$ cat src/rtl/hazard_scheduler_pkg.sv
// Shared types for the pipeline hazard scheduler: register addresses, operand
// source selects and scheduler states.
package hazard_scheduler_pkg;

  typedef logic [4:0] creg_addr_t;

  typedef enum logic [3:0] {
    RD      = 4'd0,
    ALUOUTE = 4'd1,
    ALUOUTM = 4'd2,
    MEMDATA = 4'd3,
    WDATA   = 4'd4
  } src_t;

  typedef enum logic [1:0] {
    HZ_RUN         = 2'd0,
    HZ_MDU_WAIT    = 2'd1,
    HZ_FETCH_DRAIN = 2'd2
  } hazard_state_t;

  // x0 is hardwired, so it never creates a dependency.
  function automatic logic reg_match(input creg_addr_t r, input logic use_r,
                                     input logic regwrite, input creg_addr_t dst);
    return (r != 5'd0) && use_r && regwrite && (dst == r);
  endfunction

endpackage

$ cat src/rtl/hazard_scheduler_fwd_sel.sv
// Per-operand forwarding select and stall request.
// HAZ_FORWARD_EN selects bypassing; otherwise every in-flight producer stalls decode.
module hazard_fwd_sel
  import hazard_scheduler_pkg::*;
(
  input  logic [4:0] ra_i,
  input  logic       use_i,
  input  logic [4:0] e_dst_i,
  input  logic [4:0] m_dst_i,
  input  logic [4:0] w_dst_i,
  input  logic       e_regwrite_i,
  input  logic       m_regwrite_i,
  input  logic       w_regwrite_i,
  input  logic       e_memread_i,
  input  logic       m_memread_i,
  output src_t       src_o,
  output logic       stall_req_o
);

  logic e_hit;
  logic m_hit;
  logic w_hit;

  assign e_hit = reg_match(ra_i, use_i, e_regwrite_i, e_dst_i);
  assign m_hit = reg_match(ra_i, use_i, m_regwrite_i, m_dst_i);
  assign w_hit = reg_match(ra_i, use_i, w_regwrite_i, w_dst_i);

`ifdef HAZ_FORWARD_EN
  // Youngest producer wins; a load in E has no data yet and only stalls.
  always_comb begin
    src_o = RD;
    if (e_hit && !e_memread_i) begin
      src_o = ALUOUTE;
    end else if (m_hit) begin
      src_o = m_memread_i ? MEMDATA : ALUOUTM;
    end else if (w_hit) begin
      src_o = WDATA;
    end
  end

  assign stall_req_o = e_hit && e_memread_i;
`else
  logic unused_memread;

  assign src_o           = RD;
  assign stall_req_o     = e_hit | m_hit | w_hit;
  assign unused_memread  = e_memread_i ^ m_memread_i;
`endif

endmodule

$ cat src/rtl/hazard_scheduler.sv
// Stall/flush/forward scheduler for the 5-stage pipeline.
// Optional feature macro: HAZ_FORWARD_EN (operand forwarding, load-use stalls only).
module hazard_scheduler
  import hazard_scheduler_pkg::*;
#(
  parameter int MDU_LAT = 4,
  parameter int CNT_W   = 32
) (
  input  logic             clk,
  input  logic             reset,
  input  logic [4:0]       d_ra1,
  input  logic [4:0]       d_ra2,
  input  logic             d_use1,
  input  logic             d_use2,
  input  logic             e_valid,
  input  logic [4:0]       e_dst,
  input  logic [4:0]       m_dst,
  input  logic [4:0]       w_dst,
  input  logic             e_regwrite,
  input  logic             m_regwrite,
  input  logic             w_regwrite,
  input  logic             e_memread,
  input  logic             m_memread,
  input  logic             e_multi,
  input  logic             e_redirect,
  input  logic             imem_busy,
  input  logic             dmem_busy,
  output logic             en_f,
  output logic             en_d,
  output logic             en_e,
  output logic             en_m,
  output logic             en_w,
  output logic             flush_d,
  output logic             bub_e,
  output logic             bub_m,
  output logic [3:0]       fwd_a,
  output logic [3:0]       fwd_b,
  output logic             mdu_done,
  output logic [CNT_W-1:0] stall_cycles,
  output logic [1:0]       dbg_state_o
);

  localparam int CW = (MDU_LAT > 2) ? $clog2(MDU_LAT - 1) : 1;
  localparam logic [CW-1:0] MDU_START = CW'((MDU_LAT > 1) ? MDU_LAT - 2 : 0);
  localparam bit MDU_MULTI = (MDU_LAT > 1);

  hazard_state_t    state_q, state_d;
  logic [CW-1:0]    count_q, count_d;
  logic [CNT_W-1:0] stall_q, stall_d;

  src_t src_a, src_b;
  logic stall_a, stall_b;
  logic data_stall;
  logic mdu_start;

  hazard_fwd_sel u_fwd_a (
    .ra_i         (d_ra1),
    .use_i        (d_use1),
    .e_dst_i      (e_dst),
    .m_dst_i      (m_dst),
    .w_dst_i      (w_dst),
    .e_regwrite_i (e_regwrite),
    .m_regwrite_i (m_regwrite),
    .w_regwrite_i (w_regwrite),
    .e_memread_i  (e_memread),
    .m_memread_i  (m_memread),
    .src_o        (src_a),
    .stall_req_o  (stall_a)
  );

  hazard_fwd_sel u_fwd_b (
    .ra_i         (d_ra2),
    .use_i        (d_use2),
    .e_dst_i      (e_dst),
    .m_dst_i      (m_dst),
    .w_dst_i      (w_dst),
    .e_regwrite_i (e_regwrite),
    .m_regwrite_i (m_regwrite),
    .w_regwrite_i (w_regwrite),
    .e_memread_i  (e_memread),
    .m_memread_i  (m_memread),
    .src_o        (src_b),
    .stall_req_o  (stall_b)
  );

  assign data_stall = stall_a | stall_b;
  assign mdu_start  = e_valid & e_multi & MDU_MULTI;

  always_ff @(posedge clk or posedge reset) begin
    if (reset) begin
      state_q <= HZ_RUN;
      count_q <= '0;
      stall_q <= '0;
    end else begin
      state_q <= state_d;
      count_q <= count_d;
      stall_q <= stall_d;
    end
  end

  // State and count advance even while the data memory freezes the pipe.
  always_comb begin
    state_d = state_q;
    count_d = count_q;
    unique case (state_q)
      HZ_RUN: begin
        if (e_redirect) begin
          if (imem_busy) state_d = HZ_FETCH_DRAIN;
        end else if (mdu_start) begin
          state_d = HZ_MDU_WAIT;
          count_d = MDU_START;
        end
      end
      HZ_MDU_WAIT: begin
        if (count_q != '0) begin
          count_d = count_q - 1'b1;
        end else if (!dmem_busy) begin
          state_d = HZ_RUN;
        end
      end
      HZ_FETCH_DRAIN: begin
        if (!imem_busy) state_d = HZ_RUN;
      end
      default: state_d = HZ_RUN;
    endcase
  end

  always_comb begin
    en_f     = 1'b1;
    en_d     = 1'b1;
    en_e     = 1'b1;
    en_m     = 1'b1;
    en_w     = 1'b1;
    flush_d  = 1'b0;
    bub_e    = 1'b0;
    bub_m    = 1'b0;
    mdu_done = 1'b0;
    fwd_a    = src_a;
    fwd_b    = src_b;
    unique case (state_q)
      HZ_RUN: begin
        if (e_redirect) begin
          flush_d = 1'b1;
          en_f    = !imem_busy;
        end else if (mdu_start) begin
          {en_f, en_d, en_e} = 3'b000;
          bub_m              = 1'b1;
        end else if (data_stall) begin
          {en_f, en_d} = 2'b00;
          bub_e        = 1'b1;
        end
      end
      HZ_MDU_WAIT: begin
        if (count_q == '0) begin
          mdu_done = 1'b1;
        end else begin
          {en_f, en_d, en_e} = 3'b000;
          bub_m              = 1'b1;
        end
      end
      HZ_FETCH_DRAIN: begin
        en_f    = 1'b0;
        flush_d = 1'b1;
      end
      default: ;
    endcase
    if (dmem_busy) begin
      {en_f, en_d, en_e, en_m, en_w} = 5'b00000;
      {flush_d, bub_e, bub_m}        = 3'b000;
      mdu_done                       = 1'b0;
    end
    if (reset) begin
      {en_f, en_d, en_e, en_m, en_w} = 5'b00000;
      {flush_d, bub_e, bub_m}        = 3'b000;
      mdu_done                       = 1'b0;
      fwd_a                          = RD;
      fwd_b                          = RD;
    end
  end

  assign stall_d      = (!en_f && (stall_q != {CNT_W{1'b1}})) ? stall_q + 1'b1 : stall_q;
  assign stall_cycles = stall_q;
  assign dbg_state_o  = state_q;

endmodule
$ cat config.mk
export PLATFORM = sky130hd
export DESIGN_NAME = hazard_scheduler
export DESIGN_NICKNAME = d
export VERILOG_FILES = /design/src/rtl/hazard_scheduler_pkg.sv /design/src/rtl/hazard_scheduler_fwd_sel.sv /design/src/rtl/hazard_scheduler.sv
export SDC_FILE = /design/constraint.sdc
export NUM_CORES = 1
export LEC_CHECK = 0
export BUFFER_PORTS_ARGS = -buffer_cell sky130_fd_sc_hd__buf_2
export CORE_UTILIZATION = 25
export DETAILED_ROUTE_END_ITERATION = 12
export PLACE_DENSITY = 0.54
export REMOVE_ABC_BUFFERS = 1
export SYNTH_ARGS = -nofsm -noshare
export SYNTH_HDL_FRONTEND = slang
export SYNTH_HIERARCHICAL = 1
export SYNTH_SLANG_ARGS = --single-unit
$ cat constraint.sdc
create_clock -name clk -period 3 [get_ports clk]
set_input_delay 0.75 -clock clk [delete_from_list [all_inputs] [get_ports clk]]
set_output_delay 0.75 -clock clk [all_outputs]
set_load 0.1 [all_outputs]
== Word-level counts from Yosys, hierarchy flattened ==
Cells that the tools add are included.

* Add/sub/neg operators: 2
* Equal/unequal tests: 17
* Multiplexer cells: 48
* Bitwise gates (word level): 6
* Reductions and logical operators: 25

{| class="wikitable"
|+ Operators with widths
! cell !! count
|-
| adder 32 x 1 -> 32 bit, second input constant || 1
|-
| two-way mux 1 bit || 32
|-
| inequality test 32 bit, second input constant || 1
|-
| == test 5 bit || 6
|-
| two-way mux 2 bit || 9
|-
| logical AND 1 bit || 15
|-
| inequality test 2 bit, second input constant || 6
|-
| nonzero test 5 bit || 2
|-
| one-hot mux 1 bit (2 select lines) || 4
|-
| inequality test 3 bit, second input constant || 2
|-
| one-hot mux 2 bit (3 select lines) || 1
|-
| OR 1 bit || 5
|-
| AND reduction 5 bit || 1
|-
| logical NOT 2 bit || 2
|-
| one-hot mux 2 bit (2 select lines) || 1
|-
| AND reduction 4 bit || 1
|-
| nonzero test 2 bit || 2
|-
| one-hot mux 1 bit (3 select lines) || 1
|-
| == test 2 x 1 -> 1 bit, second input constant || 1
|-
| == test 2 bit, second input constant || 1
|-
| logical NOT 1 bit || 2
|-
| subtractor 2 x 1 -> 2 bit, second input constant || 1
|-
| AND 1 bit || 1
|}

* Bits in registers: 36
* Input port bits: 39

== Logic depth before layout (Yosys ltp) ==
Gate-level depths: netlist of run 1.

* Depth in word-level cells: 15
* Mapped depth: 11

== Hierarchy ==
The synthesis of run 1 kept the hierarchy.

{| class="wikitable"
|+ By module, submodules not included
! module !! times used !! cells each !! area an instance (um2)
|-
| hazard_scheduler || 1 || 180 || 1854.3
|-
| hazard_fwd_sel || 2 || 29 || 224.0
|}

== Least setup slack after synthesis of run 1 ==
OpenSTA, ideal clock, no wires.

* Path kind: input-to-output
* Start: in reset
* End: out en_d
* Data arrival time: 4.480 ns
* Required time: 2.250 ns
* Slack: -2.230 ns
* Cell stages on the path: 3
* Path buffers: 0
* Cell sequence: nor2_1 > and2_1 > nor2b_1

* Word-level cells in the longest chain between the ends: 1

{| class="wikitable"
|+ RTL lines
! item !! RTL line !! text
|-
| start: declaration || hazard_scheduler.sv:10 || <nowiki>input logic reset,</nowiki>
|-
| two-way mux 1 bit || hazard_scheduler.sv:172 || <nowiki>if (reset) begin</nowiki>
|-
| end: declaration || hazard_scheduler.sv:29 || <nowiki>output logic en_d,</nowiki>
|}

No other way between the ends.

== Worst setup path after layout of run 1 ==
* Start: in d_ra2[4]
* End: out en_f

* Word-level cells in the longest chain between the ends: 13
* Elaborated cells between the ends (all ways): 20

{| class="wikitable"
|+ RTL lines
! item !! RTL line !! text
|-
| start: declaration || hazard_scheduler.sv:12 || <nowiki>input logic [4:0] d_ra2,</nowiki>
|-
| nonzero test 5 bit || hazard_scheduler_pkg.sv:24 || <nowiki>return (r != 5'd0) && use_r && regwrite && (dst == r);</nowiki>
|-
| logical AND 1 bit (3 in a row) || hazard_scheduler_pkg.sv:24 ||
|-
| OR 1 bit || hazard_scheduler_fwd_sel.sv:46 || <nowiki>assign stall_req_o = e_hit | m_hit | w_hit;</nowiki>
|-
| OR 1 bit (*) || hazard_scheduler_fwd_sel.sv:46 ||
|-
| via stall_b || hazard_scheduler.sv:52 || <nowiki>logic stall_a, stall_b;</nowiki>
|-
| OR 1 bit (*) || hazard_scheduler.sv:86 || <nowiki>assign data_stall = stall_a | stall_b;</nowiki>
|-
| two-way mux 1 bit (*) || hazard_scheduler.sv:148 || <nowiki>end else if (data_stall) begin</nowiki>
|-
| two-way mux 1 bit (*) || hazard_scheduler.sv:145 || <nowiki>end else if (mdu_start) begin</nowiki>
|-
| two-way mux 1 bit (*) || hazard_scheduler.sv:142 || <nowiki>if (e_redirect) begin</nowiki>
|-
| one-hot mux 1 bit (3 select lines) (*) || hazard_scheduler.sv:140 || <nowiki>unique case (state_q)</nowiki>
|-
| two-way mux 1 bit (*) || hazard_scheduler.sv:167 || <nowiki>if (dmem_busy) begin</nowiki>
|-
| two-way mux 1 bit (*) || hazard_scheduler.sv:172 ||
|-
| end: declaration || hazard_scheduler.sv:28 || <nowiki>output logic en_f,</nowiki>
|}

The timed path passes the listed nets; every way through them passes the cells marked *.

==> impl_metrics.yaml, run 1 <==
route:
  drt-total-wl_mm: 5.876
  drt-pass1-iter-count: 8
  ant_nets: 0
  first_iter_violations: 106
  drcViolationCount: 5
  wl_per_cell_um: 13.15
  vias: 2056
  via_per_inst: 4.600
worst_setup_path:
  reg2reg_depth: 7
  cp.required_ns: 2.25
  rrSetupSlack_ns: 0.64
  cp_max_fo: 2
  critical_path_arrival_ns: 2.43
  endpoint_kind: "output port"
  critPathKind: "in2out"
  r2r-end: "stall_cycles[1]"
  startpoint_type: "input port"
  reg2reg_from: "dbg_state_o[1]"
placement:
  numPortBuffers: 79
  dp.cells: 436
  place_area_sq_um: 2989
  place_hpwl_mm: 4.369
  gp_congestion: 0.8019
grt:
  grt_overflow: 0
  grt_usage_pct: 12.09
  antenna_found_initial: 0
  first_global_vias: 1911
  grt_pass1_wl_mm: 9.356
  grt_max_degree: 25
floorplan:
  die_y_um: 97.96
  dieArea_sq_um: 9596
  ioPinCount: 90
  core_area_sq_um: 8806
  rows: 34
  die_x_um: 97.96
  start_util_pct: 26.14
final_layout:
  n_fill_cell: 884
  drive_above_1_share_pct: 35.99
  mostFrequentLayoutCell: "buf_2"
  antennaDiodeCount: 0
  final_area_sq_um: 3229
  nets: 379
  layout.cells.non_filler: 447
  area_growth_pct: 40.27
  final_cell_mix: "71 x buf_2, 36 x xnor2_1, 36 x dfrtp_1"
job:
  max_cap_viol_count: 0
synth:
  synth_top_family_by_area: "simple AND/OR/NAND/NOR gates"
  synth_mux_area_share_pct: 0.4891
  synthAdderAreaFrac_pct: 1.087
  synth_area_leaders: "dfrtp_1 39%, xnor2_1 14%, xor2_1 9.5%"
  seq_area_frac_synth_pct: 39.13
  ys_warn_count: 6
  synth-simple-area-share_pct: 26.63
  synth_xor_area_share_pct: 23.21
  syn_area_per_cell_sq_um: 9.673
  synth_top_cell_area_share_pct: 39.13
  yosysTopAreaCell: "dfrtp_1"
  ys_ff_latch: 36
  synth_cells: 238
  synth.distinct_cells: 37
  synth_compound_gate_area_share_pct: 3.696
  synth_area_sq_um: 2302
cts:
  numCtsBuffers: 5
  htreeDepth: 2
  cts_tree: "yes"
  clk_latency_ns: 0.29
  cts_buffer_depth: 2
  cts_root_buffer: "clkbuf_8"
  clock-sinks: 36
  clkTransAtPathRegs_ns: 0.08
timing:
  final_hold_viol_count: 0
  fmax_ghz: 0.3142
  worstMarginPinSlew_ns: 1.818
  fin_crit_sh_pct: 106.1
  fin_worst_skew_ns: 0.007249
  max_slew_margin_pct: -21.46
  drv_slew: 8
  setup_ws_ns: -0.1831
  fin_crit_ns: 3.183
  grt_setup_unrepaired: "yes"
  finalSetupViolCount: 3
status:
  violations: "DRC, slew limit, setup timing"
  outcome: "complete, but fails checks"
worst_hold_path:
  min_path_cells: 1
  min_from: "count_q[0]"
  holdPathEnd: "count_q[0]"
  min_path_type: "reg2reg"
power:
  power.density_nw_per_um2: 626.1
  ir_drop_uv: 217.6
  p_leak_nw: 1.490
-- report_power, final --
group	leakage, nW	internal [W]	switching (W)	total (W)
logic	0.951	0.000237	0.000720	0.000957
registers	0.484	0.000556	0.0000837	0.000640
clock network	0.0552	0.000247	0.000178	0.000425
-- sequential cells by signal, indices dropped and copies added, names as in the netlist --
signal / cells
count_q: 2
dbg_state_o: 2
stall_cycles: 32
-- synthesized netlist by cell type, drive strengths merged --
cell type  number
nor2b          10
a31oi           2
conb            2
or4             2
nand2          12
nor3b           1
a21o            1
xor2           25
inv             5
nand2b          1
and4            3
nor4b           1
o21bai          1
buf            13
a21oi           3
a311oi          1
mux2            1
ha              2
nand3          20
xnor2          36
nor2            9
dfrtp          36
clkbuf          1
and3            9
nor3            4
nor4           10
o41ai           1
and2            3
o21ai           3
or4b            1
nand4          19
-- critical path, cell delays in order --
cell	delay, ns
buf_2	0.11
or4_1	0.51
o21ai_1	0.13
a31oi_1	0.05
nor2_1	0.16
nand3_1	0.12
a311oi_2	0.37
buf_12	0.22
-- how the worst max path moves through the flow --
stage	from	end	slack, ns	cells after the start
floorplan	dmem_busy	en_d	-3.50	3
finish	d_ra2[4]	en_f	-0.18	8
global placement	d_ra2[1]	en_f	-0.21	8
detailed placement	d_ra1[1]	en_f	-0.22	8
CTS	d_ra2[4]	en_f	-0.17	8
global route	d_ra2[4]	en_f	-0.27	8
-- through the flow --
step                      utilization (%)  setup WS, ns  hold WS [ns]  power, W  setup TNS, ns
after detailed placement            33.94       -0.2199        0.4644  0.001584         -3.584
after floorplan                         -        -3.497        0.4408  0.001359         -49.15
final                               36.67       -0.1831        0.4766  0.002022        -0.3130
after CTS                           35.98       -0.1697        0.4760  0.002032        -0.2735
after global placement              33.94       -0.2134        0.4627  0.001576         -3.365
after global routing                36.67       -0.2692        0.5073  0.002132        -0.6466
-- metal layers --
layer  track usage (%)  share of wire [%]  vias to the layer above  wire, um
li1                  -                  -                     1022         -
met2             20.31                 49                       51      2885
met1             15.35                 45                      978      2664
met5                 0                  0                        -         0
met3             2.935                4.5                        5       264
met4             3.497                1.0                        0        61
-- layout make-up --
cell class              instances  area (sq um)  area share [%]
well taps                     108         135.1           4.184
flip-flops and latches         36         900.9           27.90
multi-input cells             189          1359           42.08
repair buffers                101         708.2           21.93
inverters                       5         18.77          0.5812
clock buffers                   6         72.57           2.247
clock inverters                 2         35.03           1.085
-- cell families after synthesis --
| logic type | count (synthesis) |
|---|---|
| xor gates and xnor gates | 61 |
| other | 2 |
| adders and majority gates | 2 |
| muxes | 1 |
| AOI/OAI and AO/OA | 12 |
| and+or+nand+nor | 105 |
| buffers and inverters | 19 |
| DFF | 36 |
-- timing repair --
action	4_1_cts	5_1_grt
pin swaps	9	3
hold buffers	0	0
gates cloned	0	1
setup buffers	2	0
gates resized for setup	12	5
setup endpoints to repair	3	10
(Power assumes the default switching activity.)
==> run 2, diff against run 1 <==
- REMOVE_ABC_BUFFERS: 1 -> not set
==> impl_metrics.yaml, run 2 (synthesis gave the netlist of run 1 again) <==
status:
  outcome: "complete, but fails checks"
  violations: "DRC, slew limit, setup timing"
cts:
  clkTransAtPathRegs_ns: 0.07
  cts_tree: "yes"
  cts_root_buffer: "clkbuf_8"
  numCtsBuffers: 5
  cts_buffer_depth: 2
  htreeDepth: 2
  clock-sinks: 36
  clk_latency_ns: 0.29
timing:
  worstMarginPinSlew_ns: 1.822
  grt_setup_unrepaired: "yes"
  setup_ws_ns: -0.2200
  fin_worst_skew_ns: 0.01095
  drv_slew: 8
  fin_crit_sh_pct: 107.3
  finalSetupViolCount: 3
  fin_crit_ns: 3.220
  fmax_ghz: 0.3106
  final_hold_viol_count: 0
  max_slew_margin_pct: -21.70
power:
  p_leak_nw: 1.519
  ir_drop_uv: 249.7
  power.density_nw_per_um2: 661.1
grt:
  grt_usage_pct: 12.28
  grt_pass1_wl_mm: 9.591
  grt_max_degree: 37
  grt_overflow: 0
  first_global_vias: 2061
  antenna_found_initial: 0
final_layout:
  n_fill_cell: 877
  nets: 379
  antennaDiodeCount: 0
  final_area_sq_um: 3339
  area_growth_pct: 45.05
  final_cell_mix: "70 x buf_2, 36 x xnor2_1, 35 x dfrtp_1"
  layout.cells.non_filler: 447
  drive_above_1_share_pct: 39.23
  mostFrequentLayoutCell: "buf_2"
  largest_reg_flops: 32
worst_setup_path:
  slowest_stage: "or4_4"
  cp_top_family: "simple AND/OR/NAND/NOR gates"
  worstPathBufferInverterCount: 2
  cp.required_ns: 2.25
  cp_max_fo: 2
  critical_path_arrival_ns: 2.47
  path_cells: "buf_6 -> or4_4 -> o21ai_2 -> a31oi_1 -> nor2_1 -> nand3_1 -> a311oi_4 -> buf_12"
  startpoint_type: "input port"
  cpPeakStageDelay_ns: 0.53
  critPathKind: "in2out"
  endpoint_kind: "output port"
placement:
  numPortBuffers: 79
  place_hpwl_mm: 4.401
  dp.cells: 437
  place_area_sq_um: 3028
  gp_congestion: 0.8064
worst_hold_path:
  min_path_type: "reg2reg"
route:
  drcViolationCount: 5
  via_per_inst: 4.707
  first_iter_violations: 49
  ant_nets: 0
  drt-pass1-iter-count: 10
  wl_per_cell_um: 13.30
  drt-total-wl_mm: 5.945
  vias: 2104
floorplan:
  core_area_sq_um: 8806
  die_x_um: 97.96
  ioPinCount: 90
  die_y_um: 97.96
  dieArea_sq_um: 9596
  start_util_pct: 26.14
  rows: 34
job:
  max_cap_viol_count: 0
-- run 2: worst paths after layout --
path                                 startpoint         endpoint  slack [ns]  cells past startpoint
worst max-delay path                   d_ra2[2]             en_f       -0.22                      8
worst min-delay path                 count_q[0]       count_q[0]        0.48                      1
worst max register to register  stall_cycles[0]  stall_cycles[2]        0.65                      8
worst min register to register       count_q[0]       count_q[0]        0.48                      1
max in group asynchronous                 reset   dbg_state_o[0]        1.93                      3
min in group asynchronous                 reset   dbg_state_o[0]        0.73                      3
-- run 2: area by class of cell --
class / count / area, sq um / share of cell area [%]
Multi-Input combinational cell: 189 / 1428 / 42.75
Clock buffer: 5 / 68.82 / 2.061
Timing Repair Buffer: 101 / 696.9 / 20.87
Tap cell: 108 / 135.1 / 4.046
Inverter: 5 / 18.77 / 0.5620
Clock inverter: 3 / 90.09 / 2.698
Sequential cell: 36 / 902.1 / 27.01
-- run 2: where the power goes --
part | switching (W) | leakage (nW) | internal, W
Sequential | 0.0000869 | 0.482 | 0.000557
Combinational | 0.000726 | 0.958 | 0.000241
Clock | 0.000181 | 0.0784 | 0.000416
Total | 0.000994 | 1.52 | 0.00121
-- run 2: worst register-to-register path, stage by stage (launching register included) --
cell     delay [ns]
dfrtp_1        0.41
ha_1           0.21
nand3_1        0.18
nor4_1         0.78
a21oi_4        0.18
buf_12         0.20
buf_4          0.13
nand2_1        0.07
xnor2_1        0.11
-- run 2: routing by layer --
layer / up-vias / routed length [um] / track usage, % / share of wire [%]
li1: 1016 / - / - / -
met1: 994 / 2623 / 15.68 / 44
met2: 86 / 2813 / 20.37 / 47
met3: 8 / 431 / 3.006 / 7.2
met4: 0 / 76 / 3.846 / 1.3
met5: - / 0 / 0 / 0
-- run 2: timing repair --
| item | 4_1_cts | 5_1_grt |
|---|---|---|
| setup endpoints to repair | 3 | 8 |
| pin swaps | 2 | 18 |
| hold buffers | 0 | 0 |
| endpoints found under the hold margin | 0 | 0 |
| cloned | 0 | 1 |
| buffers inserted | 0 | 1 |
| gates resized for setup | 4 | 19 |
-- run 2: stage by stage --
step | hold WS, ns | power, W | TNS [ns] | util, % | setup slack, ns
2_1_floorplan | 0.4408 | 0.001388 | -13.61 | - | -0.4638
3_3_place_gp | 0.4625 | 0.001590 | -2.155 | 34.38 | -0.2387
3_5_place_dp | 0.4641 | 0.001598 | -2.795 | 34.38 | -0.2433
4_1_cts | 0.4825 | 0.002208 | -0.4326 | 36.42 | -0.2534
5_1_grt | 0.4948 | 0.002308 | -0.6980 | 37.92 | -0.2888
6_report | 0.4774 | 0.002208 | -0.3335 | 37.92 | -0.2200
